===== src/rtl/sevenseg_scan_decoder.sv =====
// rtl/sevenseg_scan_decoder.sv - two-digit multiplexed seven-segment scan decoder
//
// Samples a scanned, active-low seven-segment bus and debounces each digit
// phase. Once both digits have been accepted, the block presents them as one
// frame under a valid/ready handshake.
//
// Ports:
//   clkOut   scan-rate clock, rising edge
//   reset    asynchronous active-low reset
//   seg      segment bus {g,f,e,d,c,b,a}, active-low
//   Enable   digit select: 2'b10 left, 2'b01 right, anything else idle
//   Ldigit   presented left value (hex 0..F)
//   Rdigit   presented right value (0..7)
//   valid    frame held on Ldigit/Rdigit
//   ready    consumer takes the frame
//   err      sticky: invalid pattern or right value above 7
//   overrun  sticky: a complete frame was dropped while valid was pending
//   clr      synchronous clear of err, overrun (and errcnt)
//   errcnt   saturating error-event count, present only with SCAN_ERRCNT_EN
//
// Optional feature macro: SCAN_ERRCNT_EN
module sevenseg_scan_decoder #(
    parameter int STABLE_CNT = 3
) (
    input  logic       clkOut,
    input  logic       reset,
    input  logic [6:0] seg,
    input  logic [1:0] Enable,
    output logic [3:0] Ldigit,
    output logic [2:0] Rdigit,
    output logic       valid,
    input  logic       ready,
    output logic       err,
    output logic       overrun,
`ifdef SCAN_ERRCNT_EN
    output logic [7:0] errcnt,
`endif
    input  logic       clr
);

    typedef enum logic {COLLECT, PRESENT} state_t;

    localparam logic [3:0] STABLE      = 4'(STABLE_CNT);
    localparam logic [8:0] IDLE_SAMPLE = 9'h000;

    state_t     state;
    logic [8:0] prev;
    logic [3:0] cnt;
    logic       lgot;
    logic       rgot;
    logic [3:0] lshadow;
    logic [2:0] rshadow;

    logic [8:0] sample;
    logic [6:0] pattern;
    logic       active;
    logic       same;
    logic [3:0] cnt_next;
    logic       accept;
    logic       code_ok;
    logic [3:0] code_val;
    logic       left_load;
    logic       right_load;
    logic       err_event;
    logic       frame_done;
    logic       drop;

    assign sample  = {Enable, seg};
    assign pattern = ~seg;
    assign active  = (Enable == 2'b10) || (Enable == 2'b01);
    assign same    = (sample == prev);

    always_comb begin
        code_ok  = 1'b1;
        code_val = 4'h0;
        case (pattern)
            7'h3F: code_val = 4'h0;
            7'h06: code_val = 4'h1;
            7'h5B: code_val = 4'h2;
            7'h4F: code_val = 4'h3;
            7'h66: code_val = 4'h4;
            7'h6D: code_val = 4'h5;
            7'h7D: code_val = 4'h6;
            7'h07: code_val = 4'h7;
            7'h7F: code_val = 4'h8;
            7'h6F: code_val = 4'h9;
            7'h77: code_val = 4'hA;
            7'h7C: code_val = 4'hB;
            7'h39: code_val = 4'hC;
            7'h5E: code_val = 4'hD;
            7'h79: code_val = 4'hE;
            7'h71: code_val = 4'hF;
            default: code_ok = 1'b0;
        endcase
    end

    always_comb begin
        cnt_next = 4'd0;
        if (active) begin
            if (!same)
                cnt_next = 4'd1;
            else if (cnt >= STABLE)
                cnt_next = STABLE;
            else
                cnt_next = cnt + 4'd1;
        end
    end

    // A run is accepted only on the edge where it first reaches STABLE; a
    // saturated run of the same sample keeps cnt at STABLE without re-firing.
    assign accept     = active && (cnt_next == STABLE) && !(same && (cnt == STABLE));
    assign left_load  = accept && code_ok && (Enable == 2'b10);
    assign right_load = accept && code_ok && !code_val[3] && (Enable == 2'b01);
    assign err_event  = accept && !left_load && !right_load;
    assign frame_done = lgot && rgot;
    assign drop       = (state == PRESENT) && frame_done && !ready;

    always_ff @(posedge clkOut or negedge reset) begin
        if (!reset) begin
            state   <= COLLECT;
            prev    <= IDLE_SAMPLE;
            cnt     <= 4'd0;
            lgot    <= 1'b0;
            rgot    <= 1'b0;
            lshadow <= 4'd0;
            rshadow <= 3'd0;
            Ldigit  <= 4'd0;
            Rdigit  <= 3'd0;
            valid   <= 1'b0;
            err     <= 1'b0;
            overrun <= 1'b0;
`ifdef SCAN_ERRCNT_EN
            errcnt  <= 8'd0;
`endif
        end else begin
            prev <= active ? sample : IDLE_SAMPLE;
            cnt  <= cnt_next;

            // A digit accepted on the completion edge belongs to the next
            // frame, so a fresh load takes priority over the clear.
            lgot <= left_load  || (lgot && !frame_done);
            rgot <= right_load || (rgot && !frame_done);
            if (left_load)
                lshadow <= code_val;
            if (right_load)
                rshadow <= code_val[2:0];

            case (state)
                COLLECT: begin
                    if (frame_done) begin
                        Ldigit <= lshadow;
                        Rdigit <= rshadow;
                        valid  <= 1'b1;
                        state  <= PRESENT;
                    end
                end
                PRESENT: begin
                    if (frame_done && ready) begin
                        Ldigit <= lshadow;
                        Rdigit <= rshadow;
                    end else if (!frame_done && ready) begin
                        valid <= 1'b0;
                        state <= COLLECT;
                    end
                end
            endcase

            if (drop)
                overrun <= 1'b1;
            else if (clr)
                overrun <= 1'b0;

            if (err_event)
                err <= 1'b1;
            else if (clr)
                err <= 1'b0;

`ifdef SCAN_ERRCNT_EN
            if (clr)
                errcnt <= err_event ? 8'd1 : 8'd0;
            else if (err_event && (errcnt != 8'hFF))
                errcnt <= errcnt + 8'd1;
`endif
        end
    end

endmodule


===== config.mk =====
export PLATFORM = sky130hd
export DESIGN_NAME = sevenseg_scan_decoder
export DESIGN_NICKNAME = d
export VERILOG_FILES = /design/src/rtl/sevenseg_scan_decoder.sv
export SDC_FILE = /design/constraint.sdc
export NUM_CORES = 1
export LEC_CHECK = 0
export ABC_AREA = 1
export ABC_CLOCK_PERIOD_IN_PS = 1800
export CAP_MARGIN = 20
export CORE_MARGIN = 2
export CORE_UTILIZATION = 40
export CTS_CLUSTER_DIAMETER = 80
export DETAILED_ROUTE_END_ITERATION = 7
export HOLD_SLACK_MARGIN = 0.02
export PLACE_DENSITY = 0.71
export SYNTH_ARGS = -nofsm -noshare
export SYNTH_HDL_FRONTEND = slang
export SYNTH_SLANG_ARGS = --single-unit

===== constraint.sdc =====
create_clock -name clkOut -period 1.8 [get_ports clkOut]
set_input_delay 0.36 -clock clkOut [delete_from_list [all_inputs] [get_ports clkOut]]
set_output_delay 0.36 -clock clkOut [all_outputs]
set_load 0.02 [all_outputs]

==> flow_summary.ini, run 1 <==
[grt]
grt_max_degree = 34
grt_overflow_total = 0
grt_pass1_vias = 1452
track_usage = 0.1603
grt_pass1_wl_mm = 6.272
grt_antenna_before_repair = 0

[yosys]
synth_area_leaders = dfrtp_1, nand2_1, mux2_2, nor2_1, inv_1
synth-seq-cells = 33
synthArstFlopShare = 1.000
synth_cells = 211
yosysUniqueCellTypes = 30
yosys.area.top_type = dfrtp_1
syn_area_um2 = 1842
synth_area_per_cell_um2 = 8.729
yosysTopAreaCellShare = 0.4484
seq_area_frac_synth = 0.4484
yosys_warnings = 0
netlist_top_cells_count = nand2_1, dfrtp_1, nor2_1, inv_1, inv_2
synth_ff_type = dfrtp_1
synthMostInstantiatedCell = nand2_1
synth_edf_count = 0

[timing]
finalHoldViolations = 0
fin_crit_sh = 0.9003
period_needed_ps = 1621
drv_slew = 0
rsz0062_at_grt = no
clock.fmax_mhz = 617.1
setup_slack_ps = 179.4
finalSetupTns_ps = 0
setup_violations = 0
fin_worst_skew_ps = 9.742
whs_ps = 401.5

[floorplan]
io-pin-count = 23
std_cell_rows = 24
die_x_um = 71.86
die_h_um = 71.86
design.core.area_um2 = 4384
start_util = 0.4201
dieArea_um2 = 5163

[clock_network]
clock-root-buffer = clkbuf_8
cts_tree = yes
numCtsBuffers = 5
cts_hold_buf = 0
cts_num_sinks = 33
clkLatencyLatePin_ps = 290
h-tree-depth = 2
cts_buffer_depth = 2
clkTransAtPathRegs_ps = 70

[min_path]
worstHoldStart = seg[2]
hold-path-endpoint = prev[2]
hold_path_class = input port to flip-flop
hold-path-cell-count = 3

[finish]
drive_gt1_frac = 0.3185
postLayoutCoreUtil = 0.5548
n_fill_cell = 392
regArea_um2 = 825.8
multi_input_area_um2 = 909.6
final_nets = 285
n_antenna_cell = 0
areaGrowthSynthToFinish_pct = 32.07
layout.cells.non_filler = 322

[run]
maxCapViolCount = 0

[drt]
drc = 0
drt_first_iter_violations = 74
wire_per_inst_um = 11.04
drt-total-wl_mm = 3.555
first_pass_iters = 4
antenna_left = 0
viasPerCell = 4.609
num_vias = 1484

[placed_design]
portBuffers = 22
post-place-ws_ps = -385.0
dp_hpwl_mm = 2.723
gp_congestion = 0.8920
dp.cells = 312

[critical_path]
slowest_delay_ps = 610
r2r_cells = 10
reg2reg_from = cnt[2]
cp.arrival_ps = 1260
r2r-end = lshadow[1]
path_class = flip-flop to output pin
startpoint_type = flip-flop
crit_path_max_fanout = 3
cp_top_family = buffers and inverters
crit_buf_inv = 1
cp-end-kind = output pin
slowest_stage = clkdlybuf4s50_1
required_ps = 1440
crit_chain = clkdlybuf4s50_1
r2r_slack_ps = 210

[pwr]
p_int_mw = 1.127
p_comb_frac = 0.152
p_sw_mw = 0.4303
p_leak_nw = 1.296
sw_frac_of_total = 0.2762
power.share.clock = 0.354
power_density_nw_per_um2 = 640.4
max-vdd-ir-drop_mv = 0.2903
p_seq_frac = 0.493

[outcome]
outcome = finished clean
==> layout by cell type, fill, tap and decap left out, types with 3 or more instances in the layout <==
cell / count
dfrtp_1: 33
o21ai_0: 3
clkdlybuf4s50_1: 13
clkbuf_8: 5
xnor2_1: 6
inv_1: 15
dlygate4sd2_1: 8
nor2_1: 20
ha_1: 3
nor2_4: 6
nand2_2: 4
nor2_2: 5
nand4_1: 9
inv_2: 13
mux2_2: 7
nand2_1: 59
nand3_1: 6
buf_4: 29
==> per-stage QoR <==
step | cell area (um2) | power (mW)
finish | 2432 | 1.558
CTS | 2430 | 1.585
global route | 2432 | 1.630
global placement | 2332 | 1.020
floorplan | 1846 | 0.9110
detailed placement | 2332 | 1.025
==> worst max-delay path by stage <==
stage          startpoint    endpoint  slack, ps  cells after the start
4_1_cts            seg[2]  lshadow[1]         40                     13
6_report            valid       valid        180                      1
3_3_place_gp    Enable[0]  rshadow[2]       -360                     11
3_5_place_dp    Enable[0]  lshadow[2]       -380                     11
2_1_floorplan   Enable[0]         err         40                     11
5_1_grt            cnt[2]  lshadow[2]         40                     10
==> what timing repair did <==
action	CTS	global route
endpoints found under the setup margin	8	10
gates resized for setup	10	1
gates cloned	1	0
pin swaps	8	0
setup buffers	1	0
==> flip-flops by register name, summed over array words and instances, names as in the netlist <==
register / flops
err: 1
lgot: 1
rgot: 1
state: 1
Ldigit: 4
rshadow: 3
lshadow: 4
Rdigit: 3
overrun: 1
valid: 1
prev: 9
cnt: 4
==> final cells by class <==
cell class                 count  area share
timing repair buffer          51      0.1770
sequential                    33      0.3395
clock inverter                 3    0.007202
multi-input combinational    148      0.3740
inverter                      30     0.04732
clock buffer                   5     0.02829
tap                           52     0.02675
==> power by group through the flow <==
stage	clock network (mW)	logic [mW]	registers [mW]
after detailed placement	0	0.242	0.783
after CTS	0.575	0.241	0.768
after global placement	0	0.238	0.782
after floorplan	0	0.130	0.781
after global routing	0.595	0.265	0.770
final	0.552	0.238	0.768
==> per-layer routing <==
layer | GRT usage | routed length [um]
met4 | 0.08805 | 90
met5 | 0 | 0
met2 | 0.2510 | 1649
met1 | 0.2020 | 1677
met3 | 0.04219 | 138
==> kinds of logic (layout without fill, tap and decap cells) <==
logic type               Yosys count  in the layout  synth area share
AO/OA/AOI/OAI                      6              6           0.01630
AND/OR/NAND/NOR                  123            124            0.3743
adder cells (fa/ha/maj)            3              3           0.02038
other                              1              2          0.002036
buffers and inverters             32             89           0.06725
multiplexers                       7              7           0.04280
flip-flops                        33             33            0.4484
XOR/XNOR                           6              6           0.02853
Note: power is estimated with default switching activity, not from simulation.
==> run 2: changes to the inputs <==
- CORE_UTILIZATION: 40 -> 55
- PLACE_DENSITY: 0.71 -> 0.89
==> flow_summary.ini, run 2 (synthesis gave the netlist of run 1 again) <==
[critical_path]
slowest_stage = clkdlybuf4s50_1
cp_top_family = buffers and inverters
required_ps = 1440
path_class = flip-flop to output pin
cp.arrival_ps = 1320
crit_path_max_fanout = 3
crit_buf_inv = 1
slowest_delay_ps = 600
crit_chain = clkdlybuf4s50_1
startpoint_type = flip-flop
cp-end-kind = output pin

[placed_design]
portBuffers = 22
dp_hpwl_mm = 2.868
gp_congestion = 0.8983

[drt]
drt_first_iter_violations = 60
wl_met1_mm = 1.802
wire_per_inst_um = 13.89
antenna_left = 0
wl_met3_um = 176
num_vias = 1593
drt-total-wl_mm = 4.361
routed.top_layer = met4
viasPerCell = 5.073
dr_wl_met2_mm = 2.260
first_pass_iters = 4
drc = 0

[floorplan]
dieArea_um2 = 3827
die_h_um = 61.87
design.core.area_um2 = 3284
start_util = 0.5608
std_cell_rows = 21
io-pin-count = 23
die_x_um = 61.87

[finish]
final_cell_mix = nand2_1, dfrtp_1, buf_4
n_antenna_cell = 0
largest_reg_flops = 9
areaGrowthSynthToFinish_pct = 33.76
mostFrequentLayoutCell = nand2_1
largest_register = prev
postLayoutCoreUtil = 0.7501
n_fill_cell = 218
final_nets = 283
drive_gt1_frac = 0.3433

[clock_network]
clkLatencyLatePin_ps = 340
clock-root-buffer = clkbuf_4
numCtsBuffers = 5
cts_num_sinks = 33
clkTransAtPathRegs_ps = 100
cts_buffer_depth = 2
cts_hold_buf = 0
h-tree-depth = 2
cts_tree = yes

[pwr]
p_seq_frac = 0.479
p_comb_frac = 0.160
p_leak_nw = 1.313
power.share.clock = 0.361
p_int_mw = 1.196
power_density_nw_per_um2 = 652.5
p_sw_mw = 0.4119
design_power_total_mw = 1.607
max-vdd-ir-drop_mv = 0.3699
sw_frac_of_total = 0.2562

[timing]
period_needed_ps = 1677
rsz0062_at_grt = no
fin_crit_sh = 0.9318
drv_slew = 0
fin_worst_skew_ps = 2.347
finalHoldViolations = 0
setup_violations = 0
clock.fmax_mhz = 596.2

[grt]
grt_antenna_before_repair = 0
grt_max_degree = 34
grt_pass1_wl_mm = 6.934
grt_overflow_total = 0
grt_pass1_vias = 1566
track_usage = 0.2575

[min_path]
hold_path_class = input port to flip-flop

[run]
maxCapViolCount = 0

[outcome]
outcome = finished clean
## run 2: per-layer routing
layer	GRT usage	up-vias
met3	0.06418	12
met4	0.1459	0
met1	0.2904	755
met2	0.4421	48
li1	-	778
met5	0	-
## run 2: layout make-up
type                       count  area [um2]  area share
tap                           46       57.56     0.02336
timing repair buffer          49       435.4      0.1767
clock buffer                   7       55.05     0.02235
inverter                      30       115.1     0.04672
sequential                    33       825.8      0.3352
clock inverter                 1       30.03     0.01219
multi-input combinational    148       944.7      0.3834
## run 2: worst paths after layout
| check | slack, ps | cells past startpoint | to | start |
|---|---|---|---|---|
| min in group asynchronous | 420 | 2 | prev[1] | reset |
| setup reg to reg | 130 | 11 | lshadow[0] | prev[7] |
| setup / recovery | 120 | 1 | valid | valid |
| hold reg to reg | 460 | 1 | valid | state |
| hold / removal | 340 | 3 | prev[2] | seg[2] |
| max in group asynchronous | 1080 | 2 | lshadow[2] | reset |
## run 2: power groups by stage
| stage | Sequential, mW | Combinational, mW | Clock, mW |
|---|---|---|---|
| floorplan | 0.781 | 0.130 | 0 |
| detailed placement | 0.783 | 0.236 | 0 |
| CTS | 0.769 | 0.250 | 0.589 |
| global route | 0.773 | 0.280 | 0.625 |
| global placement | 0.782 | 0.230 | 0 |
| finish | 0.770 | 0.257 | 0.580 |
## run 2: repair_timing
| item | in CTS | in global routing |
|---|---|---|
| setup buffers | 2 | 0 |
| cloned | 1 | 0 |
| setup endpoints to repair | 9 | 10 |
| pin swaps | 6 | 3 |
| gates resized for setup | 13 | 7 |
## run 2: per-stage QoR
stage | setup slack [ps] | TNS, ps | cells | cell area, um2 | hold WS [ps]
6_report | 122.7 | 0 | 314 | 2464 | 337.1
5_1_grt | 5.059 | 0 | 314 | 2464 | 353.8
4_1_cts | 21.32 | 0 | 314 | 2444 | 440.9
3_5_place_dp | -426.0 | -3796 | 303 | 2302 | 451.7
3_3_place_gp | -347.5 | -3244 | 303 | 2302 | 440.7
2_1_floorplan | 44.99 | 0 | 212 | 1846 | 64.41
==> edit: new RTL, settings of run 1 <==
Build with the macro `SCAN_ERRCNT_EN` defined.
--- a/src/rtl/sevenseg_scan_decoder.sv
+++ b/src/rtl/sevenseg_scan_decoder.sv
@@ -20,4 +20,6 @@
 //
 // Optional feature macro: SCAN_ERRCNT_EN
+`define SCAN_ERRCNT_EN
+
 module sevenseg_scan_decoder #(
     parameter int STABLE_CNT = 3
Behaviour (old outputs only; new: errcnt): unchanged (Yosys induction, for registers that start in step).
==> edit against run 1 <==
The run now ends with negative setup slack left; first-iteration DRC count shrank 1.4%; synthesized area is 22% higher; power is 28% higher; setup slack lost 0.18 ns; global-route usage is 1.4 points higher; wire length increased by 39%; register-to-register slack got worse by 0.21 ns; count of clock-buffer cells in the layout is 1 higher; sequential cell count rose by 8; synthesized cell count grew 25%; utilization grew 0.69 points; design area grew 26%.
==> edit: results (changes against run 1) <==
| Metric | Value |
|---|---|
| Leak | `1.59 nW (+22%)` |
| Detailed Route WL | `4.94 mm (+39%)` |
| TNS Setup | `-0.000594 ns (-0.000594 ns)` |
| DR vias | `1939 (+31%)` |
| Final setup vio count | `1 (+1)` |
| Layout cell share with drive strength beyond 1 | `33.8% (+2.0 points)` |
| Area Overhead vs Synth | `36.4%` |
| Placer Congestion | `0.822 (-7.8%)` |
| Pre-CTS worst setup slack | `-0.619 ns (-0.234 ns)` |
| Worst-skew pair later-pin latency | `0.31 ns (+0.02 ns)` |
| # nets final | `350 (+23%)` |
| Worst-case clock skew | `0.0135 ns (+0.00376 ns)` |
| Reg clk slew, reported paths | `0.09 ns (+0.02 ns)` |
| DRT iter0 DRCs | `73 (-1.4%)` |
| Dpl hpwl | `3.50 mm (+29%)` |
| Port bufs | `30 (+36%)` |
| Critical path arrival | `2.05 ns (+0.79 ns)` |
| Filler cell count | `484 (+23%)` |
| Global-route wire length before repair | `8.59 mm (+37%)` |
| Maximum fanout along the worst path | `7 (+4)` |
| Status | `finished with violations` |
| CP peak stage delay | `0.38 ns (-0.23 ns)` |
| Total number of yosys warnings | `0 (unchanged)` |
| Violated checks | `negative setup slack` |
| Worst Slack Setup Final | `-0.000594 ns (-0.180 ns)` |
| Synth area leaders | `dfrtp_1 (46%), nand2_1 (11%), nand3_1 (4.7%), nor2_1 (4.5%), inv_1 (3.7%)` |
| Design internal power | `1.49 mW (+33%)` |
| Slowest-stage cell, CP | `dfrtp_1` |
| Post-synthesis sequential area ratio | `45.5% (+0.69 points)` |
| Commonest cells in the netlist | `nand2_1 (64), dfrtp_1 (41), nor2_1 (27)` |
| Worst min path class | `input port to asynchronous set/reset pin` |
| Total GRT Usage | `17.4% (+1.4 points)` |
| VDD IR-drop max | `0.496 mV (+71%)` |
## edit: cell types whose count changed in the layout (fill, tap and decap cells not counted), moves of 6 or more
cell / run 1 / this run
nand3_1: 6 / 18
nand2_2: 4 / 13
dfrtp_1: 33 / 41
dlygate4sd2_1: 8 / 0
nand4_1: 9 / 1
clkbuf_2: 0 / 6
## edit: worst paths after layout
path / from / endpoint / slack (ns) / cells after the start
setup / recovery: cnt[0]$_DFF_PN0_ / errcnt[3]$_DFFE_PN0P_ / -0.0006 / 13
hold / removal: reset / errcnt[0]$_DFFE_PN0P_ / 0.12 / 2
setup reg to reg: cnt[0]$_DFF_PN0_ / errcnt[3]$_DFFE_PN0P_ / -0.0006 / 13
hold reg to reg: state$_DFF_PN0_ / valid$_DFFE_PN0P_ / 0.47 / 1
max in group asynchronous: reset / prev[0]$_DFF_PN0_ / 1.32 / 2
min in group clkOut: seg[0] / prev[0]$_DFF_PN0_ / 0.44 / 4
## edit: power by group through the flow
stage	combinational, mW	sequential, mW	clock [mW]
after floorplan	0.128	0.966	0
final	0.250	0.949	0.787
after CTS	0.248	0.948	0.793
after global routing	0.278	0.951	0.845
after global placement	0.228	0.966	0
after detailed placement	0.232	0.967	0
## edit: through the flow
stage          area [um^2]  instances  hold slack [ns]
2_1_floorplan         2270        265           0.0644
3_3_place_gp          2830        394            0.442
3_5_place_dp          2830        394            0.462
4_1_cts               3040        405            0.138
5_1_grt               3070        406            0.167
6_report              3070        406            0.116
## edit: what timing repair did
item | CTS | global route
endpoints found under the setup margin | 17 | 19
cloned | 1 | 0
pin swaps | 11 | 8
resized for setup | 28 | 27
hold buffers | 0 | 0
setup buffers | 2 | 2
## edit: final cells by class
type                    count  share of cell area, %
inverters                  32                   3.91
clock inverters             2                   1.22
repair buffers             64                   17.2
clock buffers               6                   2.69
flip-flops and latches     41                   33.4
well taps                  72                   2.93
multi-input cells         189                   38.7
## edit: per-layer routing
layer  GRT usage (%)  share of wire [%]  up-vias
met5               0                  0        -
met4            6.38                1.8        0
met3            3.07                3.5        9
met2            29.7                 51       39
met1            22.1                 44      919
li1                -                  -      972
## edit: logic make-up (layout without fill, tap and decap cells)
group	Yosys count	count (layout)	share of synthesized area, %
buf+inv	36	104	7.38
mux	7	7	3.50
flops	41	41	45.5
xor+xnor	11	11	4.61
simple gates	149	150	33.0
other cells	1	2	0.166
fa+ha+maj	4	4	2.22
compound gates	15	15	3.61
